$ cat src/rtl/rv32i_lsu_pkg.sv
// Shared types and helpers for the RV32I load/store unit: instruction
// mnemonics, LSU state encoding, access size, byte-enable and lane helpers.
package rv32i_lsu_pkg;

  localparam int unsigned RV32I_INSTRUCTION_WIDTH = 32;
  localparam int unsigned MEM_BE_WIDTH            = 4;

  typedef enum logic [5:0] {
    LUI, AUIPC, JAL, JALR,
    BEQ, BNE, BLT, BGE, BLTU, BGEU,
    LB, LH, LW, LBU, LHU,
    SB, SH, SW,
    ADDI, SLTI, SLTIU, XORI, ORI, ANDI, SLLI, SRLI, SRAI,
    ADD, SUB, SLL, SLT, SLTU, XOR, SRL, SRA, OR, AND,
    FENCE, ECALL, EBREAK
  } RV32I_INSTRUCTION_MNEMONIC_t;

  typedef logic [1:0] lsu_state_t;
  localparam logic [1:0] LSU_IDLE = 2'd0;
  localparam logic [1:0] LSU_REQ  = 2'd1;
  localparam logic [1:0] LSU_RESP = 2'd2;
  localparam logic [1:0] LSU_DONE = 2'd3;

  typedef enum logic [1:0] {
    SIZE_BYTE = 2'd0,
    SIZE_HALF = 2'd1,
    SIZE_WORD = 2'd2
  } lsu_size_t;

  localparam logic [MEM_BE_WIDTH-1:0] MEM_BE_BYTE = 4'b0001;
  localparam logic [MEM_BE_WIDTH-1:0] MEM_BE_HALF = 4'b0011;
  localparam logic [MEM_BE_WIDTH-1:0] MEM_BE_WORD = 4'b1111;

  function automatic logic is_load(input RV32I_INSTRUCTION_MNEMONIC_t m);
    return (m inside {LB, LH, LW, LBU, LHU});
  endfunction

  function automatic logic is_store(input RV32I_INSTRUCTION_MNEMONIC_t m);
    return (m inside {SB, SH, SW});
  endfunction

  function automatic lsu_size_t access_size(input RV32I_INSTRUCTION_MNEMONIC_t m);
    case (m)
      LB, LBU, SB: return SIZE_BYTE;
      LH, LHU, SH: return SIZE_HALF;
      default:     return SIZE_WORD;
    endcase
  endfunction

  function automatic logic is_aligned(input lsu_size_t sz, input logic [1:0] lo);
    case (sz)
      SIZE_HALF: return ~lo[0];
      SIZE_WORD: return (lo == 2'b00);
      default:   return 1'b1;
    endcase
  endfunction

  function automatic logic [MEM_BE_WIDTH-1:0] byte_enable(input lsu_size_t sz,
                                                          input logic [1:0] lo);
    case (sz)
      SIZE_BYTE: return MEM_BE_WIDTH'(MEM_BE_BYTE << lo);
      SIZE_HALF: return MEM_BE_WIDTH'(MEM_BE_HALF << {lo[1], 1'b0});
      default:   return MEM_BE_WORD;
    endcase
  endfunction

  // Replicate the store operand across every lane it may land in.
  function automatic logic [RV32I_INSTRUCTION_WIDTH-1:0] store_lanes(
      input lsu_size_t sz, input logic [RV32I_INSTRUCTION_WIDTH-1:0] d);
    case (sz)
      SIZE_BYTE: return {4{d[7:0]}};
      SIZE_HALF: return {2{d[15:0]}};
      default:   return d;
    endcase
  endfunction

endpackage

$ cat src/rtl/rv32i_lsu_if.sv
// Data-memory bus (req/gnt/rvalid). master = LSU side, slave = memory side.
// Signals: mem_req, mem_we, mem_addr, mem_be, mem_wdata (master out);
//          mem_gnt, mem_rvalid, mem_rdata (slave out).
interface rv32i_lsu_if;
  import rv32i_lsu_pkg::*;

  logic                               mem_req;
  logic                               mem_we;
  logic [RV32I_INSTRUCTION_WIDTH-1:0] mem_addr;
  logic [MEM_BE_WIDTH-1:0]            mem_be;
  logic [RV32I_INSTRUCTION_WIDTH-1:0] mem_wdata;
  logic                               mem_gnt;
  logic                               mem_rvalid;
  logic [RV32I_INSTRUCTION_WIDTH-1:0] mem_rdata;

  modport master (
    output mem_req, mem_we, mem_addr, mem_be, mem_wdata,
    input  mem_gnt, mem_rvalid, mem_rdata
  );

  modport slave (
    input  mem_req, mem_we, mem_addr, mem_be, mem_wdata,
    output mem_gnt, mem_rvalid, mem_rdata
  );
endinterface

$ cat src/rtl/rv32i_lsu_load_align.sv
// Load lane select and sign/zero extension (purely combinational).
// Ports: mnemonic (load op), lane (addr[1:0]), rdata (bus word) -> load_data_c.
module rv32i_lsu_load_align
  import rv32i_lsu_pkg::*;
(
  input  RV32I_INSTRUCTION_MNEMONIC_t        mnemonic,
  input  logic [1:0]                         lane,
  input  logic [RV32I_INSTRUCTION_WIDTH-1:0] rdata,
  output logic [RV32I_INSTRUCTION_WIDTH-1:0] load_data_c
);

  logic [7:0]  byte_c;
  logic [15:0] half_c;

  always_comb begin
    byte_c      = rdata[{lane, 3'b000} +: 8];
    half_c      = rdata[{lane[1], 4'b0000} +: 16];
    load_data_c = rdata;
    case (mnemonic)
      LB:      load_data_c = {{24{byte_c[7]}}, byte_c};
      LBU:     load_data_c = {24'h0, byte_c};
      LH:      load_data_c = {{16{half_c[15]}}, half_c};
      LHU:     load_data_c = {16'h0, half_c};
      default: load_data_c = rdata;
    endcase
  end

endmodule

$ cat src/rtl/rv32i_lsu.sv
// RV32I load/store unit: one access at a time on a req/gnt/rvalid bus.
// Ports: clk, rst_n; core side start/mnemonic/addr/store_data in,
//        stall (combinational), done, load_data, misaligned out;
//        mem (rv32i_lsu_if.master) data-memory bus.
module rv32i_lsu
  import rv32i_lsu_pkg::*;
(
  input  logic                               clk,
  input  logic                               rst_n,
  input  logic                               start,
  input  RV32I_INSTRUCTION_MNEMONIC_t        mnemonic,
  input  logic [RV32I_INSTRUCTION_WIDTH-1:0] addr,
  input  logic [RV32I_INSTRUCTION_WIDTH-1:0] store_data,
  output logic                               stall,
  output logic                               done,
  output logic [RV32I_INSTRUCTION_WIDTH-1:0] load_data,
  output logic                               misaligned,
  rv32i_lsu_if.master                        mem
);

  localparam int unsigned W = RV32I_INSTRUCTION_WIDTH;

  lsu_state_t                  state_q, state_d;
  RV32I_INSTRUCTION_MNEMONIC_t mnem_q, mnem_d;
  logic [1:0]                  lane_q, lane_d;
  logic                        req_q, req_d;
  logic                        we_q, we_d;
  logic [W-1:0]                maddr_q, maddr_d;
  logic [MEM_BE_WIDTH-1:0]     be_q, be_d;
  logic [W-1:0]                wdata_q, wdata_d;
  logic                        done_q, done_d;
  logic                        mis_q, mis_d;
  logic [W-1:0]                ld_q, ld_d;

  lsu_size_t                   size_c;
  logic                        mem_op_c;
  logic                        accept_c;
  logic                        reject_c;
  logic [W-1:0]                align_data_c;

  // Request decode in IDLE: accept aligned memory ops, reject misaligned ones.
  always_comb begin
    size_c   = access_size(mnemonic);
    mem_op_c = is_load(mnemonic) | is_store(mnemonic);
    accept_c = 1'b0;
    reject_c = 1'b0;
    if ((state_q == LSU_IDLE) && start && mem_op_c) begin
      if (is_aligned(size_c, addr[1:0])) accept_c = 1'b1;
      else                               reject_c = 1'b1;
    end
  end

  rv32i_lsu_load_align u_load_align (
    .mnemonic    (mnem_q),
    .lane        (lane_q),
    .rdata       (mem.mem_rdata),
    .load_data_c (align_data_c)
  );

  // Next state and next values of all registered outputs.
  always_comb begin
    state_d = state_q;
    mnem_d  = mnem_q;
    lane_d  = lane_q;
    we_d    = we_q;
    maddr_d = maddr_q;
    be_d    = be_q;
    wdata_d = wdata_q;
    ld_d    = ld_q;

    case (state_q)
      LSU_IDLE: begin
        if (accept_c) begin
          state_d = LSU_REQ;
          mnem_d  = mnemonic;
          lane_d  = addr[1:0];
          we_d    = is_store(mnemonic);
          maddr_d = {addr[W-1:2], 2'b00};
          be_d    = byte_enable(size_c, addr[1:0]);
          wdata_d = store_lanes(size_c, store_data);
        end
      end
      LSU_REQ: begin
        if (mem.mem_gnt) state_d = we_q ? LSU_DONE : LSU_RESP;
      end
      LSU_RESP: begin
        if (mem.mem_rvalid) begin
          ld_d    = align_data_c;
          state_d = LSU_DONE;
        end
      end
      LSU_DONE: state_d = LSU_IDLE;
      default:  state_d = LSU_IDLE;
    endcase

    req_d  = (state_d == LSU_REQ);
    done_d = (state_d == LSU_DONE);
    mis_d  = reject_c;
  end

  always_ff @(posedge clk or negedge rst_n) begin
    if (!rst_n) begin
      state_q <= LSU_IDLE;
      mnem_q  <= LW;
      lane_q  <= 2'b00;
      req_q   <= 1'b0;
      we_q    <= 1'b0;
      maddr_q <= '0;
      be_q    <= '0;
      wdata_q <= '0;
      done_q  <= 1'b0;
      mis_q   <= 1'b0;
      ld_q    <= '0;
    end else begin
      state_q <= state_d;
      mnem_q  <= mnem_d;
      lane_q  <= lane_d;
      req_q   <= req_d;
      we_q    <= we_d;
      maddr_q <= maddr_d;
      be_q    <= be_d;
      wdata_q <= wdata_d;
      done_q  <= done_d;
      mis_q   <= mis_d;
      ld_q    <= ld_d;
    end
  end

  // Stall covers the accepting cycle too, so the core holds before mem_req rises.
  assign stall = (state_q == LSU_REQ) || (state_q == LSU_RESP) || accept_c;

  assign done          = done_q;
  assign misaligned    = mis_q;
  assign load_data     = ld_q;
  assign mem.mem_req   = req_q;
  assign mem.mem_we    = we_q;
  assign mem.mem_addr  = maddr_q;
  assign mem.mem_be    = be_q;
  assign mem.mem_wdata = wdata_q;

endmodule
$ cat src/flat_wrapper.sv
// flat-port wrapper written by rule: the top's interface ports become plain ports
module rv32i_lsu_flat import rv32i_lsu_pkg::*;
  (clk, rst_n, start, mnemonic, addr, store_data, stall, done, load_data, misaligned, mem_mem_req, mem_mem_we, mem_mem_addr, mem_mem_be, mem_mem_wdata, mem_mem_gnt, mem_mem_rvalid, mem_mem_rdata);
  rv32i_lsu_if mem_i ();
  input  logic clk;
  input  logic rst_n;
  input  logic start;
  input  RV32I_INSTRUCTION_MNEMONIC_t mnemonic;
  input  logic [RV32I_INSTRUCTION_WIDTH-1:0] addr;
  input  logic [RV32I_INSTRUCTION_WIDTH-1:0] store_data;
  output logic stall;
  output logic done;
  output logic [RV32I_INSTRUCTION_WIDTH-1:0] load_data;
  output logic misaligned;
  output wire logic [$bits(mem_i.mem_req)-1:0] mem_mem_req;
  output wire logic [$bits(mem_i.mem_we)-1:0] mem_mem_we;
  output wire logic [$bits(mem_i.mem_addr)-1:0] mem_mem_addr;
  output wire logic [$bits(mem_i.mem_be)-1:0] mem_mem_be;
  output wire logic [$bits(mem_i.mem_wdata)-1:0] mem_mem_wdata;
  input wire logic [$bits(mem_i.mem_gnt)-1:0] mem_mem_gnt;
  input wire logic [$bits(mem_i.mem_rvalid)-1:0] mem_mem_rvalid;
  input wire logic [$bits(mem_i.mem_rdata)-1:0] mem_mem_rdata;
  assign mem_mem_req = mem_i.mem_req;
  assign mem_mem_we = mem_i.mem_we;
  assign mem_mem_addr = mem_i.mem_addr;
  assign mem_mem_be = mem_i.mem_be;
  assign mem_mem_wdata = mem_i.mem_wdata;
  assign mem_i.mem_gnt = mem_mem_gnt;
  assign mem_i.mem_rvalid = mem_mem_rvalid;
  assign mem_i.mem_rdata = mem_mem_rdata;
  rv32i_lsu u_core (.clk(clk), .rst_n(rst_n), .start(start), .mnemonic(mnemonic), .addr(addr), .store_data(store_data), .stall(stall), .done(done), .load_data(load_data), .misaligned(misaligned), .mem(mem_i));
endmodule
$ cat config.mk
export PLATFORM = sky130hd
export DESIGN_NAME = rv32i_lsu_flat
export DESIGN_NICKNAME = d
export VERILOG_FILES = /design/src/rtl/rv32i_lsu_pkg.sv /design/src/rtl/rv32i_lsu_if.sv /design/src/rtl/rv32i_lsu_load_align.sv /design/src/rtl/rv32i_lsu.sv /design/src/flat_wrapper.sv
export SDC_FILE = /design/constraint.sdc
export NUM_CORES = 1
export LEC_CHECK = 0
export CAP_MARGIN = 10
export CORE_MARGIN = 5
export CORE_UTILIZATION = 35
export CTS_CLUSTER_DIAMETER = 150
export DETAILED_ROUTE_END_ITERATION = 8
export PLACE_DENSITY_LB_ADDON = 0.25
export SLEW_MARGIN = 20
export SYNTH_ARGS = -nofsm -noshare
export SYNTH_HDL_FRONTEND = slang
export SYNTH_SLANG_ARGS = --single-unit
$ cat constraint.sdc
create_clock -name clk -period 4.3 [get_ports clk]
set_input_delay 0.86 -clock clk [delete_from_list [all_inputs] [get_ports clk]]
set_output_delay 0.86 -clock clk [all_outputs]
set_load 0.02 [all_outputs]
==> impl_metrics.ini, run 1 <==
[outcome]
outcome = complete, no violations

[cts]
clock_latency_ns = 0.35
post_cts_buffers = 0
cts_resized = 0
cts_buffers = 9
cts_hold_buf = 0
cts_sinks = 112
cts.reportedPaths.clkPinSlew_ns = 0.08
root_buffer = clkbuf_16
tritoncts = yes
ctsHtreeMaxLevel = 3
clk_path_buf_depth = 2

[synth]
synth_edf_count = 0
synth.top_cell.area_share_pct = 50.9
synth_top_area_cell = dfrtp_1
ys_ff_latch = 112
netlist_area_um2 = 5410
ys.flop_type = dfrtp_1
synthTopCellsByArea = dfrtp_1 51%, mux2_2 9.8%, mux2_1 5.6%
yosys_warnings = 0
synthDistinctLibCells = 52
syn_avg_cell_area_um2 = 11.7
synth_cells = 462
seq_area_frac_synth_pct = 51.8
synthArstFlopShare_pct = 100

[floorplanning]
die_h_um = 134
die_x_um = 134
num_rows = 45
die_area_um2 = 18100
coreArea_um2 = 15200
ioPinCount = 212
start_util_pct = 35.6

[final_layout]
fin_util_pct = 52.8
diodes = 0
final_cell_mix = 208 x clkdlybuf4s50_1, 110 x dfrtp_1, 47 x mux2_2
fillers = 1330
area_delta_synth_final_pct = 48.4
fin_area_um2 = 8030
drive_gt1_share_pct = 14.7
fin_nets = 785
mostFrequentLayoutCell = clkdlybuf4s50_1
multi_input_area_um2 = 2400
seqCellArea_um2 = 2810

[power]
vdd_drop_max_mv = 0.246
leakagePower_uw = 0.00358
p_switching_uw = 1780
p_seq_share_pct = 35.5
internal_power_uw = 3010
power_frac_comb_pct = 46.1
swShare_pct = 37.2
power.density_nw_per_um2 = 596
pwr-share-clk_pct = 18.4

[timing]
post-route-period-util_pct = 97.5
layout_setup_ws_ns = 0.107
holdWs_ns = 0.486
min_period_ns = 4.19
hold_viol = 0
rsz0062_at_grt = false
drv_slew = 0
slew_headroom_pct = 38.0
tightest_slew_ns = 0.930
fin_tns_setup_ns = 0
fmax_ghz = 0.239
clock_skew_ns = 0.00663
finalSetupViolCount = 0

[place]
dpl_cell_area_um2 = 7720
dpl_worst_slack_ns = 0.123
hpwl_um = 12400
io_buffers = 209
routabilityCongestion = 0.937

[detailed_routing]
ant_nets = 0
avgRoutedWirePerCell_um = 19.1
drt-total-wl_um = 16500
dr.pass1.iters = 5
post-route-drc-count = 0
vias = 4480
vias_per_cell = 5.17
drtIter0Drc = 214

[critical_path]
crit_arrival_ns = 3.33
worstPathMaxFanout = 6
worst_setup_path_end_kind = output port
critical_path_class = input pin to output port
crit_required_ns = 3.44
startpoint_type = input pin

[global_routing]
grt_overflow = 0
grt_pass1_wl_um = 26300
antenna_found_initial = 0
grt_util_all_layers_pct = 18.3
grt_max_degree = 63
grt_pass1_vias = 4886

[min_path]
holdCritPathClass = flip-flop to flip-flop

[flow_run]
maxCapViolations = 0
[final timing paths]
path / from / to / slack (ns) / cells past startpoint
max in group asynchronous: rst_n / u_core.load_data[23] / 2.82 / 2
min reg2reg: u_core.load_data[0] / u_core.load_data[0] / 0.49 / 2
min: u_core.load_data[0] / u_core.load_data[0] / 0.49 / 2
max reg2reg: u_core.mnem_q[3] / u_core.load_data[5] / 1.50 / 5
max: mnemonic[5] / stall / 0.11 / 7
min in group asynchronous: rst_n / u_core.load_data[1] / 0.59 / 1
[flip-flops by register name, summed over array words and instances (netlist names)]
signal                flops
u_core.done               1
u_core.lane_q             2
u_core.load_data         32
u_core.mem.mem_addr      30
u_core.mem.mem_be         4
u_core.mem.mem_req        1
u_core.mem.mem_wdata     32
u_core.mem.mem_we         1
u_core.misaligned         1
u_core.mnem_q             6
u_core.state_q            2
[synth_stat cells (10+ instances only)]
| master | number |
|---|---|
| mux2_2 | 47 |
| a31oi_1 | 11 |
| dfrtp_1 | 110 |
| inv_1 | 16 |
| a21oi_1 | 31 |
| a21o_1 | 12 |
| mux2i_1 | 10 |
| clkbuf_1 | 12 |
| mux2_1 | 27 |
| nor2_1 | 36 |
| nand2_1 | 42 |
| and2_1 | 10 |
[kinds of logic after synthesis]
logic type                 synth area share [%]
AOI/OAI and AO/OA                          13.2
xor gates and xnor gates                  0.162
adders and majority gates                  1.16
buffers and inverters                      4.02
DFF                                        51.8
muxes                                      19.9
other                                    0.0693
and+or+nand+nor                            9.73
[through the flow]
step                      instances  power, uW
final                           866       4790
after global routing            866       5070
after CTS                       866       4840
after detailed placement        850       3940
after global placement          850       3890
after floorplan                 463       2810
[critical path, cell delays in order]
cell             delay [ns]
clkdlybuf4s50_1        0.51
or3b_2                 0.54
a21oi_1                0.24
inv_2                  0.07
a221o_4                0.43
nand2b_1               0.08
clkdlybuf4s50_1        0.60
[final cells by class]
type	count	share of cell area, %
multi-input combinational	309	29.9
clock inverter	7	1.06
sequential	112	34.9
tap	188	2.93
clock buffer	9	2.80
inverter	17	0.794
timing repair buffer	224	27.6
[layer usage]
layer	part of all wire (%)	up-vias	GRT usage [%]	wire length, um
li1	-	2086	-	-
met3	10	19	7.16	1730
met5	0	-	0	0
met2	46	185	29.2	7620
met1	42	2190	22.7	6870
met4	1.8	0	6.11	291
[power by group through the flow]
stage                     clock (uW)  combinational, uW  sequential [uW]
after detailed placement           0               2220             1720
after global routing             951               2360             1760
final                            880               2210             1700
after floorplan                    0                708             2110
after CTS                        906               2230             1700
after global placement             0               2180             1700
(Power assumes the default switching activity.)
==> run 2, diff against run 1 <==
Settings changed: CTS_BUF_LIST set to sky130_fd_sc_hd__clkbuf_2.
==> run 2 against run 1 <==
Total power down 7.4%. Critical path type unchanged. Largest power group unchanged. Sequential power about the same. Fmax about the same. Critical path depth unchanged. Combinational power about the same.
==> impl_metrics.ini, run 2 (synthesis results as in run 1) <==
[outcome]
outcome = complete, no violations

[critical_path]
startpoint_type = input pin
worstPathMaxFanout = 6
crit_required_ns = 3.44
critical_path_class = input pin to output port
path_cells = clkdlybuf4s50_1, or3b_2, a21oi_1, inv_2, a221o_4, nand2b_1, clkdlybuf4s50_1
worst_setup_path_end_kind = output port
cp_common_cell = clkdlybuf4s50_1
slowest_delay_ns = 0.60
cp_top_family = buffers and inverters
slowest_stage = clkdlybuf4s50_1
crit_arrival_ns = 3.34
crit_buf_inv = 3

[global_routing]
grt_util_all_layers_pct = 18.3
antenna_found_initial = 0
grt_max_degree = 63
grt_pass1_wl_um = 26400
grt_pass1_vias = 4888
grt_overflow = 0

[power]
internal_power_uw = 2690
pwr-share-clk_pct = 12.0
power_frac_comb_pct = 49.8
power.density_nw_per_um2 = 565
finalPower_uw = 4440
leakagePower_uw = 0.00351
swShare_pct = 39.4
vdd_drop_max_mv = 0.245
p_seq_share_pct = 38.3
p_switching_uw = 1750

[timing]
finalSetupViolCount = 0
slew_headroom_pct = 38.6
fin_tns_setup_ns = 0
fmax_ghz = 0.238
rsz0062_at_grt = false
hold_viol = 0
drv_slew = 0
clock_skew_ns = 0.0284
tightest_slew_ns = 0.922
post-route-period-util_pct = 97.6
min_period_ns = 4.20

[cts]
root_buffer = clkbuf_2
cts_hold_buf = 0
ctsHtreeMaxLevel = 3
cts_resized = 0
clk_path_buf_depth = 2
cts_sinks = 112
cts.reportedPaths.clkPinSlew_ns = 0.32
tritoncts = yes
clock_latency_ns = 0.64
post_cts_buffers = 0
cts_buffers = 9

[place]
io_buffers = 209
dpl_cell_area_um2 = 7720
routabilityCongestion = 0.937
placed_cells = 850
hpwl_um = 12400

[final_layout]
fillers = 1351
diodes = 0
fin_area_um2 = 7850
final_cells = 866
area_delta_synth_final_pct = 45.1
mostFrequentLayoutCell = clkdlybuf4s50_1
final_cell_mix = 208 x clkdlybuf4s50_1, 110 x dfrtp_1, 47 x mux2_2
drive_gt1_share_pct = 14.7
fin_util_pct = 51.7
fin_nets = 785

[floorplanning]
start_util_pct = 35.6
ioPinCount = 212
die_h_um = 134
num_rows = 45
die_x_um = 134
die_area_um2 = 18100
coreArea_um2 = 15200

[detailed_routing]
drt-total-wl_um = 16500
vias = 4502
avgRoutedWirePerCell_um = 19.1
dr.pass1.iters = 5
ant_nets = 0
drtIter0Drc = 254
post-route-drc-count = 0
vias_per_cell = 5.20

[min_path]
holdCritPathClass = input pin to asynchronous set/reset pin

[flow_run]
maxCapViolations = 0
## run 2: cell counts in the layout (fill, tap and decap cells not counted)
No cell type changed its count.
## run 2: area by class of cell
| type | instances | area (um2) | area share (%) |
|---|---|---|---|
| multi-input cells | 309 | 2400 | 30.6 |
| repair buffers | 224 | 2210 | 28.2 |
| inverters | 17 | 63.8 | 0.812 |
| flip-flops and latches | 112 | 2810 | 35.7 |
| well taps | 188 | 235 | 3.00 |
| clock buffers | 9 | 45.0 | 0.574 |
| clock inverters | 7 | 85.1 | 1.08 |
## run 2: final timing paths
path                                  start              endpoint  slack, ns  depth (start not counted)
setup / recovery                mnemonic[5]                 stall       0.10                          7
hold / removal                        rst_n   u_core.load_data[1]       0.24                          1
setup reg to reg           u_core.mnem_q[3]   u_core.load_data[5]       1.49                          5
hold reg to reg            u_core.mnem_q[3]      u_core.mnem_q[3]       0.51                          2
max in group asynchronous             rst_n  u_core.load_data[23]       3.15                          2
min in group clk           u_core.mnem_q[3]      u_core.mnem_q[3]       0.51                          2
## run 2: per-layer routing
| metal | vias up | global-route usage [%] | share of wire [%] |
|---|---|---|---|
| li1 | 2085 | - | - |
| met1 | 2201 | 22.6 | 41 |
| met2 | 199 | 29.5 | 47 |
| met3 | 17 | 7.28 | 11 |
| met4 | 0 | 6.17 | 1.5 |
| met5 | - | 0 | 0 |
## run 2: per-stage QoR
stage | setup WS [ns] | hold WS [ns]
floorplan | 0.794 | 0.450
global placement | 0.193 | 0.462
detailed placement | 0.123 | 0.473
CTS | 0.119 | 0.203
global route | 0.0304 | 0.241
finish | 0.103 | 0.241
## run 2: power by group through the flow
stage | clock [uW] | sequential [uW] | combinational, uW
floorplan | 0 | 2110 | 708
global placement | 0 | 1700 | 2180
detailed placement | 0 | 1720 | 2220
CTS | 555 | 1700 | 2230
global route | 603 | 1760 | 2350
finish | 531 | 1700 | 2210
